[src/rtl/mul_seq.sv]
// Sequential 32x32 -> low-32 unsigned multiplier built around one shared mul16.
// Up to three partial products (LL, LH, HL) are accumulated. The overflow flag is exact.

module mul16 (
  input  logic [15:0] a,
  input  logic [15:0] b,
  output logic [31:0] p
);
  assign p = {16'b0, a} * {16'b0, b};
endmodule

module mul_seq #(
  parameter bit EARLY_OUT = 1'b1
) (
  input  logic        clk,
  input  logic        rst,
  input  logic        req_valid,
  output logic        req_ready,
  input  logic [31:0] x1,
  input  logic [31:0] x2,
  output logic        resp_valid,
  input  logic        resp_ready,
  output logic [31:0] y,
  output logic        ovf,
  output logic        busy
);

  typedef enum logic [2:0] {IDLE, LL, LH, HL, DONE} state_t;

  typedef struct packed {
    logic [31:0] a;
    logic [31:0] b;
  } ops_t;

  state_t      state;
  ops_t        op;
  logic [33:0] acc;
  logic        hiovf;

  logic [15:0] ma, mb;
  logic [31:0] p;
  logic [33:0] acc_nxt;
  logic        hiovf_nxt;
  logic        accept, early;

  assign req_ready = !rst && (state == IDLE || (state == DONE && resp_ready));
  assign accept    = req_valid && req_ready;
  assign busy      = (state != IDLE);
  assign early     = EARLY_OUT && (op.a[31:16] == 16'd0) && (op.b[31:16] == 16'd0);

  always_comb begin
    ma = 16'd0;
    mb = 16'd0;
    case (state)
      LL: begin ma = op.a[15:0];  mb = op.b[15:0];  end
      LH: begin ma = op.a[15:0];  mb = op.b[31:16]; end
      HL: begin ma = op.a[31:16]; mb = op.b[15:0];  end
      default: ;
    endcase
  end

  mul16 u_mul (.a(ma), .b(mb), .p(p));

  // Cross products only contribute their low half to the 32-bit result.
  // Any nonzero upper half, or hi*hi, means the full product overflows.
  always_comb begin
    acc_nxt   = acc;
    hiovf_nxt = hiovf;
    case (state)
      LL: begin
        acc_nxt   = {2'b0, p};
        hiovf_nxt = (|op.a[31:16]) && (|op.b[31:16]);
      end
      LH, HL: begin
        acc_nxt   = acc + {2'b0, p[15:0], 16'b0};
        hiovf_nxt = hiovf | (|p[31:16]);
      end
      default: ;
    endcase
  end

  always_ff @(posedge clk) begin
    if (rst) begin
      state      <= IDLE;
      op         <= '0;
      acc        <= '0;
      hiovf      <= 1'b0;
      resp_valid <= 1'b0;
      y          <= '0;
      ovf        <= 1'b0;
    end else begin
      case (state)
        IDLE: begin
          if (accept) begin
            op    <= '{a: x1, b: x2};
            state <= LL;
          end
        end
        LL, LH, HL: begin
          acc   <= acc_nxt;
          hiovf <= hiovf_nxt;
          if (state == HL || (state == LL && early)) begin
            y          <= acc_nxt[31:0];
            ovf        <= hiovf_nxt | acc_nxt[33] | acc_nxt[32];
            resp_valid <= 1'b1;
            state      <= DONE;
          end else begin
            state <= (state == LL) ? LH : HL;
          end
        end
        DONE: begin
          // A request accepted here issues without an idle bubble.
          if (resp_ready) begin
            resp_valid <= 1'b0;
            if (accept) begin
              op    <= '{a: x1, b: x2};
              state <= LL;
            end else begin
              state <= IDLE;
            end
          end
        end
        default: state <= IDLE;
      endcase
    end
  end

endmodule

[config.mk]
export PLATFORM = sky130hd
export DESIGN_NAME = mul_seq
export DESIGN_NICKNAME = d
export VERILOG_FILES = /design/src/rtl/mul_seq.sv
export SDC_FILE = /design/constraint.sdc
export NUM_CORES = 1
export LEC_CHECK = 0
export CAP_MARGIN = 0
export CORE_MARGIN = 2
export CORE_UTILIZATION = 62
export CTS_CLUSTER_DIAMETER = 40
export CTS_CLUSTER_SIZE = 20
export DETAILED_ROUTE_END_ITERATION = 8
export PLACE_DENSITY = 0.82
export SETUP_SLACK_MARGIN = 0.2
export SLEW_MARGIN = 40
export SYNTH_ARGS = -nofsm -noshare
export SYNTH_HDL_FRONTEND = slang
export SYNTH_HIERARCHICAL = 1
export SYNTH_SLANG_ARGS = --single-unit
[constraint.sdc]
create_clock -name clk -period 18.5 [get_ports clk]
set_clock_uncertainty 0.2 [all_clocks]
set_input_delay 2.775 -clock clk [delete_from_list [all_inputs] [get_ports clk]]
set_output_delay 2.775 -clock clk [all_outputs]
set_load 0.05 [all_outputs]
==> results of run 1 <==
==> power breakdown <==
| part | leakage, nW | internal (W) | switching, W |
|---|---|---|---|
| logic | 6.14 | 0.0000592 | 0.000106 |
| clock network | 0.284 | 0.000180 | 0.000155 |
| registers | 1.11 | 0.000311 | 0.0000151 |
==> synth_stat cells, drive strengths merged (12+ instances only) <==
library cell    n
inv           232
nand2         232
fa            195
dfxtp         136
and2          128
ha            120
nor2          102
o21ai          89
clkbuf         71
nand2b         71
a21oi          59
a211oi         37
a22o           33
buf            22
xnor2          22
nor3           19
mux2i          17
xor2           17
nor4           16
a21o           12
==> metrics by stage <==
stage	worst slack (ps)	hold slack [ps]	power, W
after floorplan	10550	249	0.000433
after global placement	9640	261	0.000488
after detailed placement	9560	269	0.000494
after CTS	9520	280	0.000829
after global routing	8950	299	0.000859
final	9420	283	0.000827
==> metal layers <==
layer / global-route usage / routed length [µm] / part of all wire / up-vias
li1: - / - / - / 5686
met1: 0.415 / 15900 / 0.42 / 6019
met2: 0.489 / 17500 / 0.46 / 546
met3: 0.0679 / 3080 / 0.081 / 100
met4: 0.113 / 1360 / 0.036 / 0
met5: 0 / 0 / 0 / -
==> tightest hold or removal path: stages (launching register included) <==
cell,delay [ps]
dfxtp_1,310
nand2b_1,60
o21ai_0,60
==> cell usage in the layout, fill, tap and decap left out, types with 33 or more instances in the layout <==
master             n
a21oi_1           54
nor2_1           100
o21ai_0           81
clkdlybuf4s50_1  102
a211oi_1          35
dfxtp_1          136
inv_1            232
nand2_1          232
fa_1             195
nand2b_1          71
ha_1             120
a22o_1            33
and2_1           127
==> path summary, 6_finish.rpt <==
path            to     start  cells after the start
max            ovf  state[1]                     29
min          op[8]     op[8]                      2
max reg2reg    ovf  state[1]                     29
min reg2reg  op[8]     op[8]                      2
==> registers in the layout (all words and copies together) (netlist names) <==
register and cells:
ovf 1, y 32, resp_valid 1, acc 34, hiovf 1, op 64, state 3
==> cells by family (layout without fill, tap and decap cells) <==
family	count (synthesis)	after routing	share of synthesized area
simple gates	613	613	0.201
buf+inv	325	378	0.0840
fa+ha+maj	315	315	0.363
mux	19	19	0.0129
compound gates	291	291	0.133
flops	136	136	0.183
xor+xnor	39	39	0.0230
==> cell type report <==
| type | count | area, µm² | area share |
|---|---|---|---|
| Clock buffer | 17 | 425 | 0.0256 |
| Multi-Input combinational cell | 1277 | 10900 | 0.657 |
| Sequential cell | 136 | 2720 | 0.164 |
| Tap cell | 319 | 399 | 0.0240 |
| Timing Repair Buffer | 114 | 1140 | 0.0683 |
| Clock inverter | 15 | 154 | 0.00926 |
| Inverter | 232 | 871 | 0.0524 |
==> flow_summary.toml, run 1 <==
[outcome]
status = "finished, final reports clean"

[floorplanning]
dieArea_um2 = 25300
start_util = 0.632
row_count = 56
die-width_um = 159
chipHeight_um = 159
io_pins = 104
core_um2 = 23500

[cells_and_area]
synthToLayoutAreaGrowth_pct = 11.7
drive_gt1_frac = 0.0385
finalInstanceArea_um2 = 16600
layout.nets = 2161
final_cells = 2110
antenna_cells = 0
postLayoutCoreUtil = 0.706
fillers = 1899

[timing]
worst_slew_pin_slew_ps = 856
relSlewSlack = 0.429
fin_crit_ps = 9080
drv_slew = 0
rsz0062_at_grt = "no"
final.setup.tns_ps = 0
clock.fmax_ghz = 0.110
fin_crit_sh = 0.491
setup_violations = 0
finalHoldViolations = 0

[grt]
grt_antenna_before_repair = 0
grt.overflow.total = 0
first_global_vias = 12600
grt_pass1_wl_um = 63100
grt.total_usage = 0.307
grt_max_degree = 78

[setup_path]
cp_slowest_cell = "a22o_1"
timing.critical_path.slowest_cell_delay_ps = 670
r2r_setup_slack_ps = 9420
startpoint_type = "flop"
crit_family = "adder cells"
worstPathArrival_ps = 9160
required_ps = 18580
path_class = "reg2reg"
worstSetupEndpointType = "flop"
crit_top_cell = "fa_1"
path_buf_inv = 6
cp_max_fo = 17

[pwr]
vdd_drop_max_mv = 0.0507
p_leak_nw = 7.53
power_density_nw_per_um2 = 49.7

[clock_tree]
cts_tree = "done"
cts.path.max_buffers = 2
cts_buffers = 17
clk_latency_ps = 430
cts_root_buffer = "clkbuf_16"
path_clk_slew_ps = 70
htree_levels = 4
postCtsSetupBuffers = 0
clock_sinks = 136
ctsResizeCount = 0
hold_buffers = 0

[yosys]
synth_area_per_cell_um2 = 8.56
synth_cell_types = 68
synth_area_leader_cell = "fa_1"
ys_seq_area_frac = 0.183
async_reset_ff_frac = 0
ys.flop_type = "dfxtp_1"
ys_warn_count = 6
synth_seq_cells = 136
synth.top_cells.by_area = "fa_1 (26%), dfxtp_1 (18%), ha_1 (10%)"
syn-num-nets = 2121
synth-edff-count = 0
synth_area_um2 = 14900
synthCells = 1738
yosysTopAreaCellShare = 0.262

[routing]
post_drt_wl_per_cell_um = 18.0
drtIter0Drc = 1106
drt-total-wl_um = 37900
first_pass_iters = 6
drc = 0
via_per_inst = 5.85
dr_total_vias = 12400
ant_nets = 0

[placement]
dp_hpwl_um = 29000
place_area_um2 = 16000
gp_congestion = 0.975
io_buffers = 103
place_inst = 2078

[worst_hold_path]
worstHoldPathType = "reg2reg"

[run]
drv_cap = 0
(Power assumes the default switching activity.)
==> run 2, diff against run 1 <==
Settings changed: CORE_UTILIZATION 62 to 55, PLACE_DENSITY 0.82 to 0.77.
Clock period 18.5 ns to 7.51 ns, I/O delays scaled along.
==> run 2 against run 1 <==
Against the previous run: the flow now finishes with violations (setup timing); via count increased by 9.0%; flip-flop and latch count unchanged; combinational power rose to 3.5 times the previous value; utilization up 4.4 points; critical endpoint unchanged; largest cell class unchanged; highest routed layer unchanged.
==> flow_summary.toml, run 2 (synthesis gave the netlist of run 1 again) <==
[grt]
first_global_vias = 13700
top_usage_layer = "met2"
grt_use_met2 = 0.524
grt_pass1_wl_um = 69200
grt_antenna_before_repair = 0
grt.overflow.total = 0
grt.total_usage = 0.306
use_met3 = 0.0514
grtUsageMet1 = 0.400
grt_max_degree = 73

[pwr]
switchingPower_w = 0.000725
p_sw_frac = 0.319
power_density_nw_per_um2 = 113
p_leak_nw = 9.22
vdd_drop_max_mv = 0.139
total_power_w = 0.00227
pwr-share-comb = 0.259
seqPwrFrac = 0.353
p_clk_frac = 0.388
internal-power_w = 0.00155

[routing]
via_per_inst = 5.63
drt-total-wl_um = 44600
ant_nets = 0
dr_total_vias = 13500
first_pass_iters = 6
drc = 0
post_drt_wl_per_cell_um = 18.7
drtIter0Drc = 1015

[cells_and_area]
drive_gt1_frac = 0.248
synthToLayoutAreaGrowth_pct = 34.8
postLayoutCoreUtil = 0.750
finalInstanceArea_um2 = 20100
layout_commonest_cell = "nand2_1"
largestRegisters = "op: 64 flops, acc: 34 flops, y: 32 flops"
mostFrequentLayoutCells = "nand2_1 (225), buf_4 (216), inv_1 (213)"
regArea_um2 = 2730
layout.nets = 2419
largest-register = "op"
multiInputGateArea_um2 = 12000
largest_reg_flops = 64
antenna_cells = 0
fillers = 1835

[setup_path]
cp_max_fo = 8
timing.critical_path.slowest_cell_delay_ps = 560
r2r.worst_path.cells = 31
path_class = "reg2reg"
path_buf_inv = 7
cp_slowest_cell = "fa_1"
startpoint_type = "flop"
required_ps = 7580
worstSetupEndpointType = "flop"
crit_family = "adder cells"
cp_num_cells = 31
worstPathArrival_ps = 7730
crit_top_cell = "fa_1"

[timing]
worst_slew_pin_slew_ps = 800
drv_slew = 0
fin_ws_ps = -146
setup_violations = 7
relSlewSlack = 0.467
clock.fmax_ghz = 0.131
rsz0062_at_grt = "yes"
finalHoldViolations = 0
fin_crit_ps = 7660
fin_crit_sh = 1.02

[floorplanning]
dieArea_um2 = 28400
io_pins = 104
core_um2 = 26700
die-width_um = 168
row_count = 60
start_util = 0.557
chipHeight_um = 168

[clock_tree]
cts_tree = "done"
path_clk_slew_ps = 70
cts_root_buffer = "clkbuf_16"
cts.path.max_buffers = 2
clk_latency_ps = 430
cts_buffers = 17
htree_levels = 4
clock_sinks = 136

[placement]
dp_hpwl_um = 32500
io_buffers = 103
place_area_um2 = 17800
gp_congestion = 0.961
pre_cts_ws_ps = -316

[outcome]
status = "finished with violations"
violations = "setup timing"

[worst_hold_path]
worstHoldPathType = "reg2reg"
hold_depth = 2

[run]
drv_cap = 0
-- run 2: cell types whose count changed in the layout (fill, tap and decap cells not counted), moves of 14 or more --
| cell | delta |
|---|---|
| a21oi_2 | +14 |
| inv_2 | +19 |
| buf_6 | +36 |
| buf_4 | +206 |
| and2_4 | +15 |
| and2_1 | -15 |
| ha_4 | +20 |
| a22o_1 | -16 |
| a21oi_1 | -20 |
| inv_1 | -19 |
| ha_1 | -21 |
-- run 2: worst register-to-register path, delay by kind of cell (launching register included) --
family,cells,cell delay (ps)
adders and majority gates,7,3300
AOI/OAI and AO/OA,9,1460
and+or+nand+nor,7,1300
buffers and inverters,7,740
DFF,1,340
xor gates and xnor gates,1,160
-- run 2: worst paths after layout --
| kind | to | slack (ps) | start |
|---|---|---|---|
| max reg2reg | ovf | -150 | state[1] |
| max | ovf | -150 | state[1] |
| min reg2reg | op[10] | 280 | op[10] |
| min | op[10] | 280 | op[10] |
-- run 2: per-stage QoR --
stage / hold slack (ps) / cells / setup TNS (ps)
3_5_place_dp: 265 / 2290 / -1900
3_3_place_gp: 263 / 2289 / -677
5_1_grt: 303 / 2390 / -4220
4_1_cts: 277 / 2352 / -9.79
6_report: 276 / 2390 / -429
2_1_floorplan: 249 / 1738 / 0
-- run 2: final cells by class --
cell class	instances	area share
Inverter	232	0.0434
Sequential cell	136	0.136
Clock inverter	14	0.00905
Clock buffer	18	0.0219
Multi-Input combinational cell	1277	0.598
Timing Repair Buffer	372	0.170
Tap cell	341	0.0213
-- run 2: routing by layer --
metal | up-vias | wire (µm)
li1 | 6199 | -
met3 | 115 | 3030
met5 | - | 0
met4 | 0 | 1290
met2 | 500 | 22300
met1 | 6650 | 18000
-- run 2: what timing repair did --
item | CTS | global route
gates resized for setup | 120 | 128
endpoints found under the setup margin | 27 | 31
pin swaps | 84 | 112
cloned | 1 | 0
setup buffers | 29 | 38
hold buffers | 0 | 0
-- run 2: power groups by stage --
stage	combinational [W]	sequential [W]	clock, W
after global placement	0.000479	0.000811	0
final	0.000589	0.000802	0.000883
after global routing	0.000625	0.000806	0.000922
after CTS	0.000535	0.000799	0.000890
after detailed placement	0.000490	0.000813	0
after floorplan	0.000247	0.000836	0
